<file path="config.mk">
export PLATFORM = sky130hd
export DESIGN_NAME = grant_burst_forwarder
export DESIGN_NICKNAME = d
export VERILOG_FILES = /design/src/rtl/grant_burst_forwarder_pkg.sv /design/src/rtl/grant_burst_forwarder_onehot_enc4.sv /design/src/rtl/grant_burst_forwarder.sv
export SDC_FILE = /design/constraint.sdc
export NUM_CORES = 1
export LEC_CHECK = 0
export CAP_MARGIN = 25
export CORE_MARGIN = 1.5
export CORE_UTILIZATION = 40
export CTS_CLUSTER_DIAMETER = 40
export CTS_CLUSTER_SIZE = 25
export DETAILED_ROUTE_END_ITERATION = 10
export GPL_ROUTABILITY_DRIVEN = 1
export PLACE_DENSITY = 0.76
export SETUP_SLACK_MARGIN = 0.5
export SYNTH_ARGS = -nofsm -noshare
export SYNTH_HDL_FRONTEND = slang
export SYNTH_SLANG_ARGS = --single-unit
</file>
<file path="constraint.sdc">
create_clock -name clk -period 5.1 [get_ports clk]
set_input_delay 1.02 -clock clk [delete_from_list [all_inputs] [get_ports clk]]
set_output_delay 1.02 -clock clk [all_outputs]
set_load 0.01 [all_outputs]
</file>
<file path="src/rtl/grant_burst_forwarder_pkg.sv">
// Shared definitions for arbiter grant consumers: FSM encoding, requester count
// and one-hot helpers.
package grant_burst_forwarder_pkg;

    localparam int NUM_REQ = 4;

    typedef enum logic [1:0] {
        ST_IDLE  = 2'd0,
        ST_BURST = 2'd1,
        ST_DONE  = 2'd2
    } state_t;

    // Lowest-priority match wins when called on a non-one-hot value; callers
    // are expected to qualify with is_onehot first.
    function automatic logic [1:0] onehot_to_idx(input logic [NUM_REQ-1:0] oh);
        logic [1:0] idx;
        idx = 2'd0;
        for (int i = 0; i < NUM_REQ; i++) begin
            if (oh[i]) idx = 2'(i);
        end
        return idx;
    endfunction

    function automatic logic is_onehot(input logic [NUM_REQ-1:0] v);
        return (v != '0) && ((v & (v - 1'b1)) == '0);
    endfunction

endpackage

</file>
<file path="src/rtl/grant_burst_forwarder_onehot_enc4.sv">
// 4-bit one-hot to 2-bit index encoder with one-hot and multi-hot qualifiers.
module onehot_enc4
    import grant_burst_forwarder_pkg::*;
(
    input  logic [3:0] onehot,
    output logic [1:0] idx,
    output logic       one_hot,
    output logic       multi_hot
);

    assign idx       = onehot_to_idx(onehot);
    assign one_hot   = is_onehot(onehot);
    assign multi_hot = (onehot != 4'd0) && !one_hot;

endmodule

</file>
<file path="src/rtl/grant_burst_forwarder.sv">
// Latches a one-hot arbiter grant and forwards a fixed-length burst from the
// winning requester's valid/ready channel onto a single shared output channel.
module grant_burst_forwarder
    import grant_burst_forwarder_pkg::*;
#(
    parameter int DATA_W    = 8,
    parameter int BURST_LEN = 4,
    parameter int CNT_W     = 8
) (
    input  logic                        clk,
    input  logic                        rst,
    input  logic [NUM_REQ-1:0]          grant_sigs,
    input  logic [NUM_REQ*DATA_W-1:0]   in_data,
    input  logic [NUM_REQ-1:0]          in_valid,
    output logic [NUM_REQ-1:0]          in_ready,
    output logic [DATA_W-1:0]           out_data,
    output logic                        out_valid,
    input  logic                        out_ready,
    output logic [1:0]                  out_src,
    output logic [NUM_REQ-1:0]          done_sigs,
    output logic                        busy,
    output logic                        grant_err
);

    localparam logic [CNT_W-1:0] LAST_BEAT = CNT_W'(BURST_LEN - 1);

    state_t           state;
    logic [1:0]       sel;
    logic [CNT_W-1:0] beat_cnt;

    logic [1:0] grant_idx;
    logic       grant_one_hot;
    logic       grant_multi_hot;
    logic       xfer;

    onehot_enc4 u_grant_enc (
        .onehot    (grant_sigs),
        .idx       (grant_idx),
        .one_hot   (grant_one_hot),
        .multi_hot (grant_multi_hot)
    );

    // Channel muxing is purely combinational so a beat costs no extra latency.
    always_comb begin
        in_ready  = '0;
        out_valid = 1'b0;
        out_data  = '0;
        if (state == ST_BURST) begin
            in_ready[sel] = out_ready;
            out_valid     = in_valid[sel];
            out_data      = in_data[int'(sel)*DATA_W +: DATA_W];
        end
    end

    assign xfer    = out_valid && out_ready;
    assign out_src = (state == ST_IDLE) ? 2'd0 : sel;

    // done_sigs and busy are registered alongside the state so they line up
    // exactly with DONE / BURST+DONE.
    always_ff @(posedge clk) begin
        if (rst) begin
            state     <= ST_IDLE;
            sel       <= 2'd0;
            beat_cnt  <= '0;
            grant_err <= 1'b0;
            done_sigs <= '0;
            busy      <= 1'b0;
        end else begin
            case (state)
                ST_IDLE: begin
                    if (grant_one_hot) begin
                        sel      <= grant_idx;
                        beat_cnt <= '0;
                        busy     <= 1'b1;
                        state    <= ST_BURST;
                    end else if (grant_multi_hot) begin
                        grant_err <= 1'b1;
                    end
                end
                ST_BURST: begin
                    if (xfer) begin
                        if (beat_cnt == LAST_BEAT) begin
                            beat_cnt  <= '0;
                            done_sigs <= NUM_REQ'(1) << sel;
                            state     <= ST_DONE;
                        end else begin
                            beat_cnt <= beat_cnt + CNT_W'(1);
                        end
                    end
                end
                ST_DONE: begin
                    done_sigs <= '0;
                    busy      <= 1'b0;
                    state     <= ST_IDLE;
                end
                default: begin
                    done_sigs <= '0;
                    busy      <= 1'b0;
                    state     <= ST_IDLE;
                end
            endcase
        end
    end

endmodule

</file>
Word level (Yosys, flattened, before mapping)
Index checks and enable logic that the tools add are counted.

word-level totals
  register bits = 18
  input bits = 43
  output and inout bits = 21
  word-level logic and storage cells = 61

cells by class
  add/subtract/negate cells = 2
  magnitude comparators = 2
  eq/ne operators = 5
  shifts and indexed selects = 2
  mux-type cells = 24
  bitwise operators = 5
  reduce and logical (&&, ||, !) cells = 15

operator list
  kind                 count
  $mux 8               4
  $shiftx 32x6->8      1
  $pmux 8 s2           1
  $mux 2               6
  $mux 4               3
  $reduce_and 3->1     4
  $add 8x1->8 const B  1
  $and 4x4->4          2
  $eq 8x2->1 const B   1
  $pmux 4 s2           1
  $mux 1               5
  $logic_and 1x1->1    4
  $logic_not 4->1      1
  $ne 2x1->1 const B   2
  $pmux 2 s2           1
  $reduce_and 2->1     2
  $reduce_bool 4->1    1
  $shl 1x2->4 const A  1
  $sub 4x1->4 const B  1
  $lt 2x3->1 const B   1
  $not 1->1            3
  $bmux 1 s2           1
  $demux 1 s2          1
  $eq 2x1->1 const B   1
  other kinds (6)      6

Depth between registers and ports, before layout
  depth in word-level cells = 7
  gate-level depth with buffers = 6
  depth with buffers taken out = 5

By module
From an unflattened synthesis, not the netlist that was laid out.

unflattened totals
  cells, all modules = 137
  area, all modules = 1,268.7 µm²

modules (own cells, without submodules)
  module                 times used  cells each  area each (µm²)  seq. area each (µm²)
  grant_burst_forwarder  1           126         1,197.4          360.3
  onehot_enc4            1           11          71.3             0.0

Worst setup path before layout
OpenSTA, ideal clock, no wires.

  kind = input to output
  from = input in_valid[3]
  to = output out_valid
  data arrival time = 1,716 ps
  data required time = 4,080 ps
  setup slack = 2,364 ps
  stages on the path = 2
  path buffers = 0
  cells stage by stage = mux4_2 > and2_1

on the way
  longest elaborated chain between the ends = 3

ends and longest elaborated chain
  what                          RTL line                     source
  from (decl)                   grant_burst_forwarder.sv:14  input logic [NUM_REQ-1:0] in_valid,
  $bmux 1 s2                    grant_burst_forwarder.sv:50  out_valid = in_valid[sel];
  $mux 1 (implied by the code)  grant_burst_forwarder.sv:50
  $mux 1                        grant_burst_forwarder.sv:48  if (state == ST_BURST) begin
  to (decl)                     grant_burst_forwarder.sv:17  output logic out_valid,

Every way passes these cells. The select of a mux whose other input is x is not followed.

Final worst setup path
  from = input in_data[11]
  to = output out_data[3]

on the way
  longest elaborated chain between the ends = 2

ends and longest elaborated chain
  what             RTL line                     source
  from (decl)      grant_burst_forwarder.sv:13  input logic [NUM_REQ*DATA_W-1:0] in_data,
  $shiftx 32x6->8  grant_burst_forwarder.sv:51  out_data = in_data[int'(sel)*DATA_W +: DATA_W];
  $mux 8           grant_burst_forwarder.sv:48
  to (decl)        grant_burst_forwarder.sv:16  output logic [DATA_W-1:0] out_data,

Every way passes these cells.

==> impl_metrics.json <==
{
  "multi_input_area_um2": 900.9,
  "post_cts_resized": 0,
  "tightest_slew_ps": 879.5,
  "min_from": "grant_err",
  "die_w_um": 61.21,
  "fin_util_pct": 64.04,
  "start_util_pct": 43.32,
  "cp.arrival_ps": 2610,
  "tns_ps": 0,
  "power_frac_seq_pct": 46.2,
  "htree_levels": 1,
  "drtIter0Drc": 105,
  "core_mm2": 0.003128,
  "post_cts_buffers": 0,
  "avgSynthCellArea_um2": 9.034,
  "setup_violations": 0,
  "seq_area_um2": 360.3,
  "grtUsageTotal_pct": 22.17,
  "antennaDiodeCount": 0,
  "cts.clk_slew.worst_paths_ps": 100,
  "r2r_setup_slack_ps": 2920,
  "layout_commonest_cell": "clkdlybuf4s50_1",
  "r2r_start": "sel[0]",
  "period_share_pct": 71.09,
  "io_buffer_count": 63,
  "path_class": "input port to primary output",
  "clkLatencyLatePin_ps": 290,
  "gp_congestion": 0.7994,
  "p_leak_nw": 0.6632,
  "hold_viol_final": 0,
  "p_total_w": 0.0003391,
  "p_per_area_mw_per_mm2": 169.3,
  "internal_power_w": 0.0002417,
  "yosysUniqueCellTypes": 43,
  "ys_ff_latch": 18,
  "skew_ps": 5.976,
  "hold_path_class": "flip-flop to flip-flop",
  "die_area_mm2": 0.003746,
  "drt_wl_total_mm": 3.860,
  "syn_to_final_growth_pct": 47.83,
  "swShare_pct": 28.73,
  "ant_nets": 0,
  "overflow": 0,
  "status": "finished clean",
  "dp_hpwl_mm": 3.088,
  "die_y_um": 61.21,
  "period_needed_ps": 3625,
  "fillCellCount": 277,
  "reg2reg_depth": 4,
  "hold_depth": 2,
  "grt_max_degree": 20,
  "antenna_found_initial": 0,
  "slew-limit-headroom_pct": 41.24,
  "dr.pass1.iters": 4,
  "combPwrFrac_pct": 33.1,
  "grt_pass1_vias": 1335,
  "required_ps": 4080,
  "rows": 20,
  "syn_inst": 150,
  "ir_worst_vdd_v": 0.0001117,
  "clock_sinks": 18,
  "dp.cells": 246,
  "drive_gt1_share_pct": 7.805,
  "synth_nets": 194,
  "netlist_area_mm2": 0.001355,
  "pwr-share-clk_pct": 20.7,
  "route.detailed.drc": 0,
  "cts_hold_buf": 0,
  "final_cell_mix": "clkdlybuf4s50_1, dfxtp_1, and2_1",
  "synth_warnings": 0,
  "ios": 64,
  "r2r_end": "beat_cnt[7]",
  "cap_violations": 0,
  "holdPathEnd": "grant_err",
  "numCtsBuffers": 3,
  "start_kind": "input port",
  "routedWlPerCell_um": 15.50,
  "max_freq_mhz": 275.8,
  "clock_path_buffers": 2,
  "root_buffer": "clkbuf_4",
  "nets": 251,
  "routed-via-count": 1417,
  "via_per_inst": 5.691,
  "finalNonFillerCells": 249,
  "cts_tree": "done",
  "rsz0062_at_grt": "false",
  "seq_area_frac_synth_pct": 26.59,
  "power.switching_w": 0.00009744,
  "grt_first_pass_wirelength_mm": 6.189,
  "endpoint_kind": "primary output",
  "crit_fanout": 1,
  "slew_viol_final": 0
}
-- flip-flops by register name (all words and copies together), names as in the netlist --
| name | count |
|---|---|
| beat_cnt | 8 |
| done_sigs | 4 |
| sel | 2 |
| state | 2 |
| busy | 1 |
| grant_err | 1 |
-- worst max-delay path by stage --
stage | from | end | slack [ps]
2_1_floorplan | in_valid[3] | out_valid | 2360
3_3_place_gp | in_valid[3] | out_valid | 1500
3_5_place_dp | in_data[11] | out_data[3] | 1470
4_1_cts | in_data[11] | out_data[3] | 1470
5_1_grt | in_data[11] | out_data[3] | 1430
6_report | in_data[11] | out_data[3] | 1470
-- metal layers --
metal | global-route usage, % | routed length (um)
met5 | 0 | 0
met4 | 5.280 | 57
met3 | 3.361 | 140
met2 | 41.34 | 2074
met1 | 26.49 | 1588
-- critical path, cell delays in order --
cell	delay, ps
clkdlybuf4s50_1	420
mux4_1	510
and2_1	170
clkdlybuf4s50_1	480
-- logic make-up (layout without fill, tap and decap cells) --
group / Yosys count / in the layout / synth area share, %
AND/OR/NAND/NOR: 70 / 70 / 31.95
AO/OA/AOI/OAI: 29 / 29 / 15.14
buffers and inverters: 20 / 75 / 6.924
flip-flops: 18 / 18 / 26.59
multiplexers: 10 / 10 / 17.08
adder cells (fa/ha/maj): 2 / 2 / 1.662
XOR/XNOR: 1 / 1 / 0.6465
-- cell type report --
class	count	share of cell area, %
clock buffer	3	1.124
inverter	9	1.686
multi-input combinational	112	44.97
sequential	18	17.99
tap	44	2.748
timing repair buffer	63	31.48
-- synthesized netlist by cell type, drive strengths merged --
master | n | area, um^2
a21oi | 7 | 35.03
nand2 | 9 | 33.78
nor4 | 3 | 18.77
nand4b | 1 | 15.01
nand3 | 10 | 55.05
a2111oi | 1 | 8.760
nor3 | 7 | 35.03
and2 | 11 | 68.82
xor2 | 1 | 8.760
nor3b | 4 | 30.03
inv | 8 | 30.03
ha | 1 | 12.51
o2111ai | 3 | 26.28
nand2b | 4 | 25.02
o31ai | 2 | 20.02
buf | 5 | 37.53
a211o | 1 | 8.760
nor2 | 6 | 22.52
a211oi | 1 | 7.510
and3 | 2 | 17.52
maj3 | 1 | 10.01
or4 | 1 | 7.510
o211ai | 1 | 7.510
o311ai | 4 | 42.55
nor4b | 3 | 32.53
or2 | 1 | 6.260
mux4 | 9 | 221.5
mux2i | 1 | 10.01
nor2b | 1 | 6.260
o21ai | 9 | 48.80
nand4 | 7 | 58.81
clkbuf | 6 | 22.52
clkinv | 1 | 3.750
dfxtp | 18 | 360.4
-- through the flow --
step | setup WS, ps | hold slack (ps) | instance area, um^2
2_1_floorplan | 2364 | 460.8 | 1355
3_5_place_dp | 1475 | 445.5 | 1981
4_1_cts | 1468 | 465.1 | 2003
3_3_place_gp | 1502 | 441.3 | 1981
5_1_grt | 1434 | 486.7 | 2003
6_report | 1475 | 462.1 | 2003
-- power by group through the flow --
stage,sequential (W),combinational (W),clock (W)
floorplan,0.000151,0.0000641,0
global placement,0.000159,0.000108,0
detailed placement,0.000160,0.000112,0
CTS,0.000156,0.000113,0.0000704
global route,0.000158,0.000120,0.0000772
finish,0.000157,0.000112,0.0000702
Power figures use the tool's default switching activity.
